<file path="src/rtl/friscv_pump_scheduler_pkg.sv">
// friscv_pkg: state codes and juice-select constants shared by the pump scheduler.
package friscv_pkg;
    typedef enum logic [3:0] {
        DESLIGADO   = 4'b0000,
        OCIOSO      = 4'b0001,
        ARBITRA     = 4'b0010,
        ESPERA_COPO = 4'b0011,
        BOMBEANDO   = 4'b0100,
        PAUSA       = 4'b0101,
        CONCLUI     = 4'b0110,
        ERRO        = 4'b0111
    } estado_t;
    localparam logic [3:0] DB_ILEGAL = 4'b1110;
    localparam logic [1:0] SUCO_1 = 2'd1;
    localparam logic [1:0] SUCO_2 = 2'd2;
    function automatic logic estado_valido(input logic [3:0] e);
        return e <= 4'd7;
    endfunction
endpackage

</file>
<file path="src/rtl/friscv_pump_scheduler_if.sv">
// friscv_pump_scheduler_if: front-panel inputs and pump/status outputs of the scheduler.
interface friscv_pump_scheduler_if;
    logic       habilita;
    logic       req_suco_1;
    logic       req_suco_2;
    logic       copo_posicionado;
    logic       cancela;
    logic       ativa_bomba_1;
    logic       ativa_bomba_2;
    logic       pendente_1;
    logic       pendente_2;
    logic       ocupado;
    logic       erro_copo;
    logic       fim_servico;
    logic [3:0] db_estado;
    modport master (
        output habilita, req_suco_1, req_suco_2, copo_posicionado, cancela,
        input  ativa_bomba_1, ativa_bomba_2, pendente_1, pendente_2, ocupado, erro_copo, fim_servico, db_estado
    );
    modport slave (
        input  habilita, req_suco_1, req_suco_2, copo_posicionado, cancela,
        output ativa_bomba_1, ativa_bomba_2, pendente_1, pendente_2, ocupado, erro_copo, fim_servico, db_estado
    );
endinterface

</file>
<file path="src/rtl/friscv_seg_timer.sv">
// friscv_seg_timer: prescaled seconds counter; fim rises in the cycle whose count completes the limit.
module friscv_seg_timer #(
    parameter int TICKS_SEG = 50_000_000,
    parameter int SEG_W     = 8
) (
    input  logic             clock,
    input  logic             reset,
    input  logic             conta,
    input  logic             zera,
    input  logic [SEG_W-1:0] limite,
    output logic             fim
);
    localparam int PW = $clog2(TICKS_SEG) + 1;
    logic [PW-1:0]    presc;
    logic [SEG_W-1:0] segs;
    logic             vira;
    logic             cheio;
    assign vira  = presc == PW'(TICKS_SEG - 1);
    assign cheio = segs >= limite;
    // Look-ahead so the owner leaves its state after exactly limite*TICKS_SEG counting cycles.
    assign fim   = cheio || (conta && vira && segs == limite - 1'b1);
    always_ff @(posedge clock or posedge reset) begin
        if (reset) begin
            presc <= '0;
            segs  <= '0;
        end else if (zera) begin
            presc <= '0;
            segs  <= '0;
        end else if (conta && !cheio) begin
            presc <= vira ? '0 : presc + 1'b1;
            segs  <= segs + SEG_W'(vira);
        end
    end
endmodule

</file>
<file path="src/rtl/friscv_pump_scheduler.sv">
// friscv_pump_scheduler: round-robin sharing of the pump timer between two juice requesters,
// gated on cup presence with pause/resume and cup-timeout error.
module friscv_pump_scheduler
    import friscv_pkg::*;
#(
    parameter int TICKS_SEG = 50_000_000,
    parameter int T_SUCO    = 5,
    parameter int T_TIMEOUT = 10
) (
    input logic                    clock,
    input logic                    reset,
    friscv_pump_scheduler_if.slave bus
);
    localparam int SEG_W = $clog2(T_SUCO + T_TIMEOUT + 1) + 1;
    estado_t    estado, estado_n;
    logic [1:0] sel, ultimo_servido, escolha;
    logic       pend_1, pend_2, ant_1, ant_2, sobe_1, sobe_2;
    logic       fim_bomba, fim_espera, espera_copo;
    assign sobe_1 = bus.req_suco_1 && !ant_1;
    assign sobe_2 = bus.req_suco_2 && !ant_2;
    assign escolha = (pend_1 && (!pend_2 || ultimo_servido == SUCO_2)) ? SUCO_1 : SUCO_2;
    assign espera_copo = estado == ESPERA_COPO || estado == PAUSA;
    friscv_seg_timer #(.TICKS_SEG(TICKS_SEG), .SEG_W(SEG_W)) u_bomba (
        .clock (clock),
        .reset (reset),
        .conta (estado == BOMBEANDO),
        .zera  (estado == ARBITRA),
        .limite(SEG_W'(T_SUCO)),
        .fim   (fim_bomba)
    );
    friscv_seg_timer #(.TICKS_SEG(TICKS_SEG), .SEG_W(SEG_W)) u_espera (
        .clock (clock),
        .reset (reset),
        .conta (espera_copo),
        .zera  (estado == ARBITRA || estado == BOMBEANDO),
        .limite(SEG_W'(T_TIMEOUT)),
        .fim   (fim_espera)
    );
    always_ff @(posedge clock or posedge reset) begin
        if (reset) estado <= DESLIGADO;
        else estado <= estado_n;
    end
    always_comb begin
        estado_n = estado;
        if (!bus.habilita) estado_n = DESLIGADO;
        else begin
            case (estado)
                DESLIGADO:         estado_n = OCIOSO;
                OCIOSO:            estado_n = (pend_1 || pend_2) ? ARBITRA : OCIOSO;
                ARBITRA:           estado_n = bus.cancela ? OCIOSO : ESPERA_COPO;
                ESPERA_COPO, PAUSA: estado_n = bus.cancela ? OCIOSO : bus.copo_posicionado ? BOMBEANDO :
                                              fim_espera ? ERRO : estado;
                // Completion outranks cup removal in the same cycle.
                BOMBEANDO:         estado_n = bus.cancela ? OCIOSO : fim_bomba ? CONCLUI :
                                              !bus.copo_posicionado ? PAUSA : BOMBEANDO;
                CONCLUI:           estado_n = OCIOSO;
                ERRO:              estado_n = bus.cancela ? OCIOSO : ERRO;
                default:           estado_n = OCIOSO;
            endcase
        end
    end
    always_ff @(posedge clock or posedge reset) begin
        if (reset) begin
            sel            <= SUCO_1;
            ultimo_servido <= SUCO_2;
            pend_1         <= 1'b0;
            pend_2         <= 1'b0;
            ant_1          <= 1'b0;
            ant_2          <= 1'b0;
        end else begin
            ant_1 <= bus.req_suco_1;
            ant_2 <= bus.req_suco_2;
            if (estado == ARBITRA) sel <= escolha;
            if (estado == CONCLUI) ultimo_servido <= sel;
            // A new edge beats the arbitration clear, leaving a queued repeat.
            pend_1 <= (!bus.habilita || estado == DESLIGADO) ? 1'b0 : sobe_1 ? 1'b1 :
                      (estado == ARBITRA && escolha == SUCO_1) ? 1'b0 : pend_1;
            pend_2 <= (!bus.habilita || estado == DESLIGADO) ? 1'b0 : sobe_2 ? 1'b1 :
                      (estado == ARBITRA && escolha == SUCO_2) ? 1'b0 : pend_2;
        end
    end
    assign bus.ativa_bomba_1 = estado == BOMBEANDO && sel == SUCO_1;
    assign bus.ativa_bomba_2 = estado == BOMBEANDO && sel == SUCO_2;
    assign bus.pendente_1    = pend_1;
    assign bus.pendente_2    = pend_2;
    assign bus.ocupado       = estado != OCIOSO && estado != DESLIGADO;
    assign bus.erro_copo     = estado == ERRO;
    assign bus.fim_servico   = estado == CONCLUI;
    assign bus.db_estado     = estado_valido(estado) ? estado : DB_ILEGAL;
endmodule
</file>
<file path="src/flat_wrapper.sv">
// flat-port wrapper written by rule: the top's interface ports become plain ports
module friscv_pump_scheduler_flat import friscv_pkg::*;
#(
    parameter int TICKS_SEG = 50_000_000,
    parameter int T_SUCO    = 5,
    parameter int T_TIMEOUT = 10
)
  (clock, reset, bus_habilita, bus_req_suco_1, bus_req_suco_2, bus_copo_posicionado, bus_cancela, bus_ativa_bomba_1, bus_ativa_bomba_2, bus_pendente_1, bus_pendente_2, bus_ocupado, bus_erro_copo, bus_fim_servico, bus_db_estado);
  friscv_pump_scheduler_if bus_i ();
  input logic clock;
  input logic reset;
  input wire logic [$bits(bus_i.habilita)-1:0] bus_habilita;
  input wire logic [$bits(bus_i.req_suco_1)-1:0] bus_req_suco_1;
  input wire logic [$bits(bus_i.req_suco_2)-1:0] bus_req_suco_2;
  input wire logic [$bits(bus_i.copo_posicionado)-1:0] bus_copo_posicionado;
  input wire logic [$bits(bus_i.cancela)-1:0] bus_cancela;
  output wire logic [$bits(bus_i.ativa_bomba_1)-1:0] bus_ativa_bomba_1;
  output wire logic [$bits(bus_i.ativa_bomba_2)-1:0] bus_ativa_bomba_2;
  output wire logic [$bits(bus_i.pendente_1)-1:0] bus_pendente_1;
  output wire logic [$bits(bus_i.pendente_2)-1:0] bus_pendente_2;
  output wire logic [$bits(bus_i.ocupado)-1:0] bus_ocupado;
  output wire logic [$bits(bus_i.erro_copo)-1:0] bus_erro_copo;
  output wire logic [$bits(bus_i.fim_servico)-1:0] bus_fim_servico;
  output wire logic [$bits(bus_i.db_estado)-1:0] bus_db_estado;
  assign bus_i.habilita = bus_habilita;
  assign bus_i.req_suco_1 = bus_req_suco_1;
  assign bus_i.req_suco_2 = bus_req_suco_2;
  assign bus_i.copo_posicionado = bus_copo_posicionado;
  assign bus_i.cancela = bus_cancela;
  assign bus_ativa_bomba_1 = bus_i.ativa_bomba_1;
  assign bus_ativa_bomba_2 = bus_i.ativa_bomba_2;
  assign bus_pendente_1 = bus_i.pendente_1;
  assign bus_pendente_2 = bus_i.pendente_2;
  assign bus_ocupado = bus_i.ocupado;
  assign bus_erro_copo = bus_i.erro_copo;
  assign bus_fim_servico = bus_i.fim_servico;
  assign bus_db_estado = bus_i.db_estado;
  friscv_pump_scheduler #(.TICKS_SEG(TICKS_SEG), .T_SUCO(T_SUCO), .T_TIMEOUT(T_TIMEOUT)) u_core (.clock(clock), .reset(reset), .bus(bus_i));
endmodule
</file>
<file path="config.mk">
export PLATFORM = sky130hd
export DESIGN_NAME = friscv_pump_scheduler_flat
export DESIGN_NICKNAME = d
export VERILOG_FILES = /design/src/rtl/friscv_pump_scheduler_pkg.sv /design/src/rtl/friscv_pump_scheduler_if.sv /design/src/rtl/friscv_seg_timer.sv /design/src/rtl/friscv_pump_scheduler.sv /design/src/flat_wrapper.sv
export SDC_FILE = /design/constraint.sdc
export NUM_CORES = 1
export LEC_CHECK = 0
export ABC_AREA = 1
export BUFFER_PORTS_ARGS = -buffer_cell sky130_fd_sc_hd__buf_2
export CORE_MARGIN = 2
export CORE_UTILIZATION = 30
export DETAILED_ROUTE_END_ITERATION = 16
export GPL_TIMING_DRIVEN = 0
export PLACE_DENSITY_LB_ADDON = 0.05
export REMOVE_ABC_BUFFERS = 1
export SETUP_SLACK_MARGIN = 0.15
export SYNTH_ARGS = -nofsm -noshare
export SYNTH_HDL_FRONTEND = slang
export SYNTH_SLANG_ARGS = --single-unit
</file>
<file path="constraint.sdc">
create_clock -name clock -period 6.3 [get_ports clock]
set_clock_uncertainty 0.2 [all_clocks]
set_input_delay 1.26 -clock clock [delete_from_list [all_inputs] [get_ports clock]]
set_output_delay 1.26 -clock clock [all_outputs]
set_load 0.01 [all_outputs]
</file>
==> reports/results.txt, run 1 <==
Outcome = complete, no violations
Synthesized flop and latch total = 75
Setup crit start kind = flop
First-pass DRT Iterations = 4
Ys async rst share = 100%
Crit path DAT = 1.56 ns
GRT Overall Usage = 14.9%
Grt total ovfl = 0
Die area = 15,800 sq um
Global-route wire length before repair = 18,800 um
RSZ-0062 raised after global routing = false
Antenna diodes = 0
Cells on worst reg2reg path = 10
Clk buf depth = 2
EDFF count, synth = 0
# H-tree levels = 3
Yosys warns = 0
GP Congestion = 0.828
Vias/cell = 4.82
CTS tree = yes
CORE AREA = 14,500 sq um
Total number of vias = 3,864
Fin util = 35.0%
Layout cells sized above 1 = 12.6%
Rel. slew slack = 53.4%
Maxcap violations = 0
Net count, final = 626
Worst setup EP type = primary output
Peak VDD IR = 110 uV
Distinct cells, synth = 42
Final min period = 3.02 ns
Final setup fails = 0
Detailed Route Iter0 Violations = 185
Sequential fraction of the synthesis area = 42.2%
Min-delay worst type = flop to flop
Post CTS Setup Buffer Count = 0
Cts hold-fix bufs = 0
Flop-to-flop setup slack = 3.64 ns
FMAX = 331 MHz
Post-synth top area share = 41.0%
Wirelength per Cell = 13.8 um
DIE WIDTH = 126 um
Clk slew on worst S/H paths = 0.06 ns
Row cnt = 44
CTS Sinks = 75
Largest net degree at the start of global routing = 42
Fin crit share = 47.9%
Synth Instances = 592
Final HPWL DP = 8170 um
Vias in the first global route = 3,845
Worst reg2reg endpoint = u_core.u_bomba.presc[25]
Initial antenna violation count = 0
Layout area overhead = 14.2%
Die height = 126 um
Post-CTS sizing = 0
# port buffers = 16
Root Driver = clkbuf_16
CP Max Fanout = 7
Final hold viol count = 0
Mapped cell area = 4450 sq um
CP Class = flop to primary output
Hold Path Origin = u_core.u_bomba.segs[3]
Static leakage = 2.35 nW
I/O pin cnt = 18
Top_reg_cell synth = dfrtp_1
Syn Area/Cell = 7.52 sq um
Slew Limit Fails = 0
Initial Util = 30.6%
Most area-consuming cells after synthesis = dfrtp_1 41%, nand2_1 11%, nor2_1 6.2%
Routed Antenna Nets = 0
Hold Path Sink = u_core.u_bomba.segs[3]
Num CTS Buffers = 9
Hold path cells = 2
Power per cell area = 236 nW/um^2
Detailed-route DRC error count = 0
Setup tns final = 0 ns
Worst-skew pair later-pin latency = 0.35 ns
Cell taking the most area after synthesis = dfrtp_1
Fin cells = 802
Worst Path Required = 4.84 ns
Cell count after placement = 786
RR Startpoint = u_core.estado[1]
Total power = 1.20 mW
Measured slew at the worst slew-check pin = 0.696 ns
Drt total wl = 11,100 um
[worst max-delay path by stage]
stage	start	to	slack, ns	cells after the start
after detailed placement	u_core.estado[1]	u_core.u_bomba.presc[23]	3.61	10
final	u_core.estado[1]	bus_ativa_bomba_2	3.28	6
after floorplan	reset	u_core.ant_1	2.93	1
after CTS	u_core.estado[1]	bus_ativa_bomba_2	3.25	6
after global routing	u_core.estado[1]	bus_ativa_bomba_2	3.18	6
after global placement	reset	u_core.u_bomba.presc[12]	1.76	2
[report_power, final]
part | switching (mW) | internal (mW) | total [mW]
Clock | 0.217 | 0.388 | 0.605
Combinational | 0.0456 | 0.0238 | 0.0694
Sequential | 0.0219 | 0.504 | 0.526
[cells in the final DEF (no fill, tap or decap), types with 11 or more instances in the layout]
cell,n
buf_2,16
nand4_1,20
nand2_1,125
xor2_1,12
nor3_1,33
dfrtp_1,73
nand3_1,44
nor2_1,74
inv_1,72
a21oi_1,29
o21ai_0,23
inv_2,11
[registers in the layout, summed over array words and instances, names as in the netlist]
register and cells:
u_core.u_espera.presc 27, u_core.ant_1 1, u_core.ant_2 1, u_core.u_espera.segs 5, u_core.u_bomba.presc 27, u_core.bus.pendente_1 1, u_core.u_bomba.segs 5, u_core.bus.pendente_2 1
u_core.estado 3, u_core.ultimo_servido 2, u_core.sel 2
[kinds of logic (layout without fill, tap and decap cells)]
family / after synthesis / count (layout) / share of synthesized area [%]
adders and majority gates: 6 / 6 / 1.69
DFF: 75 / 75 / 42.2
and+or+nand+nor: 333 / 333 / 35.6
buffers and inverters: 91 / 117 / 8.26
other: 1 / 1 / 0.0842
xor gates and xnor gates: 12 / 12 / 2.36
AOI/OAI and AO/OA: 74 / 74 / 9.75
[through the flow]
step,setup slack (ns),hold slack [ns],instance area [sq um]
floorplan,2.93,0.237,4400
global placement,1.76,0.249,4710
detailed placement,3.61,0.258,4740
CTS,3.25,0.275,5080
global route,3.18,0.287,5080
finish,3.28,0.268,5080
[routing by layer]
metal | track usage (%) | vias up | routed length, um
li1 | - | 1980 | -
met1 | 18.8 | 1825 | 5260
met2 | 24.9 | 39 | 5330
met3 | 2.38 | 20 | 206
met4 | 7.18 | 0 | 294
met5 | 0 | - | 0
[cells in the mapped netlist (4+ instances only)]
master / count
nand2_1: 125
ha_1: 6
o21ai_0: 23
nor2_1: 74
o21a_1: 4
nor2_2: 6
nor3_1: 33
a21oi_1: 29
nand3_1: 44
nand2_4: 5
nand4_1: 20
dfrtp_1: 73
nor2_4: 5
xor2_1: 12
nand2_2: 7
inv_1: 73
inv_2: 11
[final cells by class]
cell class / instances / area, sq um
Fill cell: 1592 / 9450
Tap cell: 184 / 230
Inverter: 84 / 318
Clock buffer: 10 / 229
Clock inverter: 6 / 114
Multi-Input combinational cell: 426 / 2200
Sequential cell: 75 / 1880
Timing Repair Buffer: 17 / 108
[critical path, stage by stage (launching register included)]
cell     delay [ns]
dfrtp_1        0.46
inv_2          0.12
nand2_2        0.09
nor2_2         0.16
inv_2          0.09
nor3_1         0.14
buf_2          0.16
No activity file was read; power rests on OpenSTA's default activity.
==> inputs of run 2 (changes only) <==
- ABC_AREA: 1 -> 0
- clock period: 6.3 -> 2.84 ns (I/O delays scaled with it)
==> reports/results.txt, run 2 <==
CTS tree = yes
Slowest stage cell, crit path = dfrtp_2
Setup crit start kind = flop
CP Depth = 5 (-1)
Post-synth top area share = 46.0% (+5.0 points)
Ys async rst share = 100% (unchanged)
Final min period = 2.51 ns
Mapped cell area = 3970 sq um (-11%)
Total number of vias = 2,958 (-23%)
Worst-skew pair later-pin latency = 0.34 ns (about the same)
Row cnt = 42 (-4.5%)
Wirelength per Cell = 13.7 um (-1.3%)
Initial Util = 30.3% (-0.30 points)
Commonest non-fill, non-tap cells in the layout = 74 x nor2_1, 70 x dfrtp_1, 37 x nand2_1
Sequential fraction of the synthesis area = 47.4% (+5.1 points)
GP Congestion = 0.733 (-12%)
Cell taking the most area after synthesis = dfrtp_1
EDFF count, synth = 0 (unchanged)
Antenna diodes = 0 (unchanged)
Most area-consuming cells after synthesis = dfrtp_1 46%, nor2_1 7.0%, xor2_1 6.0%
Layout fillers = 1,325 (-17%)
Root Driver = clkbuf_16
Crit-path max cell delay = 0.56 ns (+0.10 ns)
Initial antenna violation count = 0 (unchanged)
Most common cell after layout, fill and taps aside = nor2_1
Largest net degree at the start of global routing = 59 (+40%)
Static leakage = 2.10 nW (-10%)
Fin util = 35.3% (+0.33 points)
Worst path bufs/invs = 0 (-3)
Comb power frac = 5.0% (-0.8 points)
Sequential power share = 45.6% (+1.8 points)
Setup tns final = 0 ns (unchanged)
Final hold viol count = 0 (unchanged)
Crit path to = u_core.u_bomba.presc[24]
Crit path DAT = 2.50 ns (+0.94 ns)
Final HPWL DP = 5700 um (-30%)
Yosys warns = 0 (unchanged)
Register area = 1880 sq um (+0.20%)
Final hold slack = 0.156 ns (-0.112 ns)
Top Registers = u_core.u_bomba.presc (27), u_core.u_espera.presc (27)
Min-delay worst type = primary input to flop
Clk slew on worst S/H paths = 0.06 ns (about the same)
Worst reg2reg endpoint = u_core.u_bomba.presc[24]
Net count, final = 463 (-26%)
Peak VDD IR = 252 uV (+130%)
Synth Instances = 432 (-27%)
CTS Sinks = 75 (unchanged)
Die area = 14,200 sq um (-11%)
Worst Path Required = 2.84 ns (-2.00 ns)
Vias in the first global route = 3,000 (-22%)
Leading cell types by count after synthesis = 74 x nor2_1, 73 x dfrtp_1, 37 x nand2_1
# port buffers = 16 (unchanged)
Outcome = complete, no violations
# H-tree levels = 3 (unchanged)
First-pass DRT Iterations = 4 (unchanged)
Sw Share = 22.0% (-1.7 points)
Crit-path cells = or3b_4 -> nor3_4 -> nand2_2 -> o21ai_2 -> nor2_1
Distinct cells, synth = 55 (+31%)
Detailed-route DRC error count = 0 (unchanged)
CP Max Fanout = 16 (+9)
Grt total ovfl = 0 (unchanged)
Clock Power Share = 49.5% (-0.9 points)
Fin crit share = 88.3%
Layout area overhead = 16.4%
Drt total wl = 8610 um (-22%)
Cells on worst reg2reg path = 5 (-5)
Slew Limit Fails = 0 (unchanged)
CP Class = flop to flop
Top Family by Delay on Critical Path = simple AND/OR/NAND/NOR gates
Top_reg_cell synth = dfrtp_1
Top-count cell post-synth = nor2_1
CP Launch Point = u_core.estado[2]
I/O pin cnt = 18 (unchanged)
Clk buf depth = 2 (unchanged)
Detailed Route Iter0 Violations = 209 (+13%)
Global-route wire length before repair = 14,900 um (-21%)
CORE AREA = 13,100 sq um (-10%)
Post-DP Area = 4220 sq um (-11%)
Multi-input logic area = 1980 sq um (-10%)
Flop-to-flop setup slack = 0.33 ns (-3.31 ns)
Total power = 2.52 mW (+110%)
DIE WIDTH = 119 um (-5.4%)
Num CTS Buffers = 9 (unchanged)
Vias/cell = 4.69 (-2.7%)
Worst setup EP type = flop
Rel. slew slack = 46.8% (-6.6 points)
Cell area after layout = 4620 sq um (-9.1%)
Routed Antenna Nets = 0 (unchanged)
Syn Area/Cell = 9.19 sq um (+22%)
Measured slew at the worst slew-check pin = 0.792 ns (+0.0954 ns)
Power per cell area = 546 nW/um^2 (+130%)
NetSw = 0.556 mW (+95%)
Maxcap violations = 0 (unchanged)
Final setup fails = 0 (unchanged)
GRT Overall Usage = 13.2% (-1.7 points)
FMAX = 399 MHz
Die height = 119 um (-5.4%)
RR Startpoint = u_core.estado[2]
Layout cells sized above 1 = 13.4% (+0.79 points)
RSZ-0062 raised after global routing = false
Internal power = 1.97 mW (+110%)
Synthesized flop and latch total = 75 (unchanged)
[run 2: cell types whose count changed after synthesis, moves of 7 or more]
cell / change
nand2_1: -88
xor2_1: +15
inv_2: -11
and3_1: +12
inv_1: -58
xnor2_1: +21
and4_1: +8
nor3_1: -19
nand3_1: -19
o21ai_0: -7
a21oi_1: -16
[run 2: layout make-up]
cell class / count / area share, %
Multi-Input combinational cell: 327 / 42.9
Sequential cell: 75 / 40.8
Clock buffer: 11 / 5.47
Tap cell: 176 / 4.77
Timing Repair Buffer: 22 / 3.20
Clock inverter: 5 / 1.63
Inverter: 15 / 1.27
[run 2: logic make-up after synthesis]
group,count (synthesis),synth area share (%)
xor gates and xnor gates,48,10.6
AOI/OAI and AO/OA,50,7.88
and+or+nand+nor,218,27.9
muxes,2,0.567
adders and majority gates,7,2.14
other,1,0.0945
DFF,75,47.4
buffers and inverters,31,3.47
[run 2: what timing repair did]
action | CTS | global route
endpoints found under the setup margin | 24 | 24
setup buffers | 1 | 3
gates cloned | 1 | 0
hold buffers | 1 | 0
pin swaps | 1 | 1
hold endpoints to repair | 17 | 0
resized for setup | 5 | 2
[run 2: metal layers]
layer  GRT usage, %  share of wire, %
met1           16.9                49
met2           21.3                47
met3           4.17               2.8
met4           4.24               1.3
met5              0                 0
[run 2: worst min path at each step]
stage                    from  cells past startpoint             to  slack, ns
6_report       bus_req_suco_2                      1   u_core.ant_2       0.16
5_1_grt        bus_req_suco_2                      1   u_core.ant_2       0.14
4_1_cts        bus_req_suco_2                      1   u_core.ant_2       0.15
3_5_place_dp    u_core.sel[0]                      2  u_core.sel[0]       0.27
3_3_place_gp    u_core.sel[0]                      2  u_core.sel[0]       0.27
2_1_floorplan   u_core.sel[0]                      2  u_core.sel[0]       0.25
[run 2: power groups by stage]
stage / combinational (mW) / sequential [mW] / clock (mW)
2_1_floorplan: 0.0832 / 1.16 / 0
3_3_place_gp: 0.118 / 1.17 / 0
3_5_place_dp: 0.124 / 1.17 / 0
4_1_cts: 0.128 / 1.15 / 1.29
5_1_grt: 0.144 / 1.16 / 1.35
6_report: 0.125 / 1.15 / 1.25
[run 2: through the flow]
stage,std cells,setup WS (ns)
after global placement,608,-0.986
after detailed placement,609,-0.389
final,631,0.333
after floorplan,416,0.0966
after CTS,628,0.170
after global routing,631,0.151
==> inputs of run 3 (changes only) <==
- REMOVE_ABC_BUFFERS: 1 -> unset
==> reports/results.txt, run 3 (synthesis results as in run 2) <==
Worst setup EP type = flop
RR Startpoint = u_core.u_bomba.presc[0]
Wirelength per Cell = 13.8 um (+1.2%)
Crit path DAT = 2.46 ns (-0.04 ns)
CTS tree = yes
Initial antenna violation count = 0 (unchanged)
Final setup fails = 0 (unchanged)
Die height = 119 um (unchanged)
Fin crit share = 86.3% (-2.0 points)
DIE WIDTH = 119 um (unchanged)
Total power = 2.55 mW (+0.93%)
Clk slew on worst S/H paths = 0.06 ns (about the same)
CORE AREA = 13,100 sq um (unchanged)
GRT Overall Usage = 14.0% (+0.76 points)
Worst-skew pair later-pin latency = 0.35 ns (about the same)
Num CTS Buffers = 9 (unchanged)
Post-DP Area = 4300 sq um (+1.8%)
Vias in the first global route = 3,032 (+1.1%)
Fin util = 35.5% (+0.19 points)
Detailed Route Iter0 Violations = 137 (-34%)
Layout area overhead = 17.0%
RSZ-0062 raised after global routing = false
Measured slew at the worst slew-check pin = 0.791 ns (-0.000680 ns)
First-pass DRT Iterations = 4 (unchanged)
Final WS setup = 0.390 ns (+0.0564 ns)
Top Registers = u_core.u_bomba.presc (27), u_core.u_espera.presc (27)
# H-tree levels = 3 (unchanged)
Post CTS Setup Buffer Count = 0 (-1)
Die area = 14,200 sq um (unchanged)
Routed Antenna Nets = 0 (unchanged)
Root Driver = clkbuf_16
Most common cell after layout, fill and taps aside = nor2_1
Register area = 1880 sq um (-0.20%)
Outcome = complete, no violations
FMAX = 408 MHz (+2.3%)
Final min period = 2.45 ns (-0.0564 ns)
Layout fillers = 1,372 (+3.5%)
Hold Path Origin = bus_req_suco_2
Multi-input logic area = 1960 sq um (-1.3%)
I/O pin cnt = 18 (unchanged)
Cell count after placement = 625 (+2.6%)
Grt total ovfl = 0 (unchanged)
Initial Util = 30.3% (unchanged)
CP Launch Point = u_core.u_bomba.presc[0]
Rel. slew slack = 46.9% (about the same)
Cell area after layout = 4640 sq um (+0.54%)
Setup tns final = 0 ns (unchanged)
Final HPWL DP = 6080 um (+6.7%)
Power per cell area = 548 nW/um^2 (+0.39%)
Global-route wire length before repair = 15,600 um (+4.8%)
Slew Limit Fails = 0 (unchanged)
CP Max Fanout = 5 (-11)
Worst Path Required = 2.85 ns (about the same)
Final hold viol count = 0 (unchanged)
Largest net degree at the start of global routing = 59 (unchanged)
CP Class = flop to flop
Final hold slack = 0.138 ns (-0.0181 ns)
Net count, final = 474 (+2.4%)
Fin cells = 642 (+1.7%)
Maxcap violations = 0 (unchanged)
Static leakage = 2.14 nW (+1.7%)
Vias/cell = 4.78 (+1.9%)
Antenna diodes = 0 (unchanged)
Min-delay worst type = primary input to flop
Peak VDD IR = 275 uV (+8.9%)
Drt total wl = 8870 um (+2.9%)
Setup crit start kind = flop
Total number of vias = 3,066 (+3.7%)
CTS Sinks = 75 (unchanged)
Commonest non-fill, non-tap cells in the layout = 74 x nor2_1, 73 x dfrtp_1, 37 x nand2_1
Mapped Nets = 445
Clk buf depth = 2 (unchanged)
Detailed-route DRC error count = 0 (unchanged)
Layout cells sized above 1 = 12.9% (-0.53 points)
Pre-CTS WS = 0.252 ns (+0.640 ns)
# port buffers = 16 (unchanged)
GP Congestion = 0.745 (+1.6%)
Row cnt = 42 (unchanged)
## run 3: cell count changes in the layout (fill, tap and decap cells not counted), sizes merged
cell and change:
buf +6, clkbuf +7, o21ai -1, clkinv -2, clkinvlp +1
## run 3: where the power goes
group	switching (mW)	leakage, nW	internal [mW]	total [mW]
logic	0.0816	0.953	0.0521	0.134
clock network	0.454	0.159	0.816	1.27
registers	0.0396	1.03	1.10	1.14
## run 3: worst paths after layout
| path | end | slack (ns) | cells past startpoint |
|---|---|---|---|
| setup / recovery | u_core.u_bomba.segs[1] | 0.39 | 9 |
| hold / removal | u_core.ant_2 | 0.14 | 1 |
| setup reg to reg | u_core.u_bomba.segs[1] | 0.39 | 9 |
| hold reg to reg | u_core.sel[0] | 0.28 | 2 |
| max in group asynchronous | u_core.ultimo_servido[1] | 1.29 | 4 |
| min in group asynchronous | u_core.u_espera.presc[3] | 0.51 | 3 |
## run 3: routing by layer
layer	up-vias	wire [um]	GRT usage (%)
met5	-	0	0
met4	0	156	5.58
met3	10	268	3.88
met2	35	4160	21.7
met1	1472	4290	18.4
li1	1549	-	-
## run 3: final cells by class
type	count	area share, %
clock inverters	4	1.56
clock buffers	12	5.52
well taps	176	4.74
inverters	15	1.27
plain buffers	16	1.78
multi-input cells	326	42.1
repair buffers	18	2.53
flip-flops and latches	75	40.5
## run 3: worst max-delay path, stage by stage (launching register included)
cell and delay (ns):
dfrtp_1 0.42, ha_1 0.20, and3_1 0.23, nand4_1 0.11
or3_4 0.46, inv_1 0.16, ha_1 0.17, ha_1 0.22
nand3_1 0.08, a21oi_1 0.06
## run 3: repair_timing
item / 4_1_cts / 5_1_grt
setup endpoints to repair: 0 / 11
hold buffers: 1 / 0
gates resized for setup: 0 / 3
endpoints found under the hold margin: 17 / 0
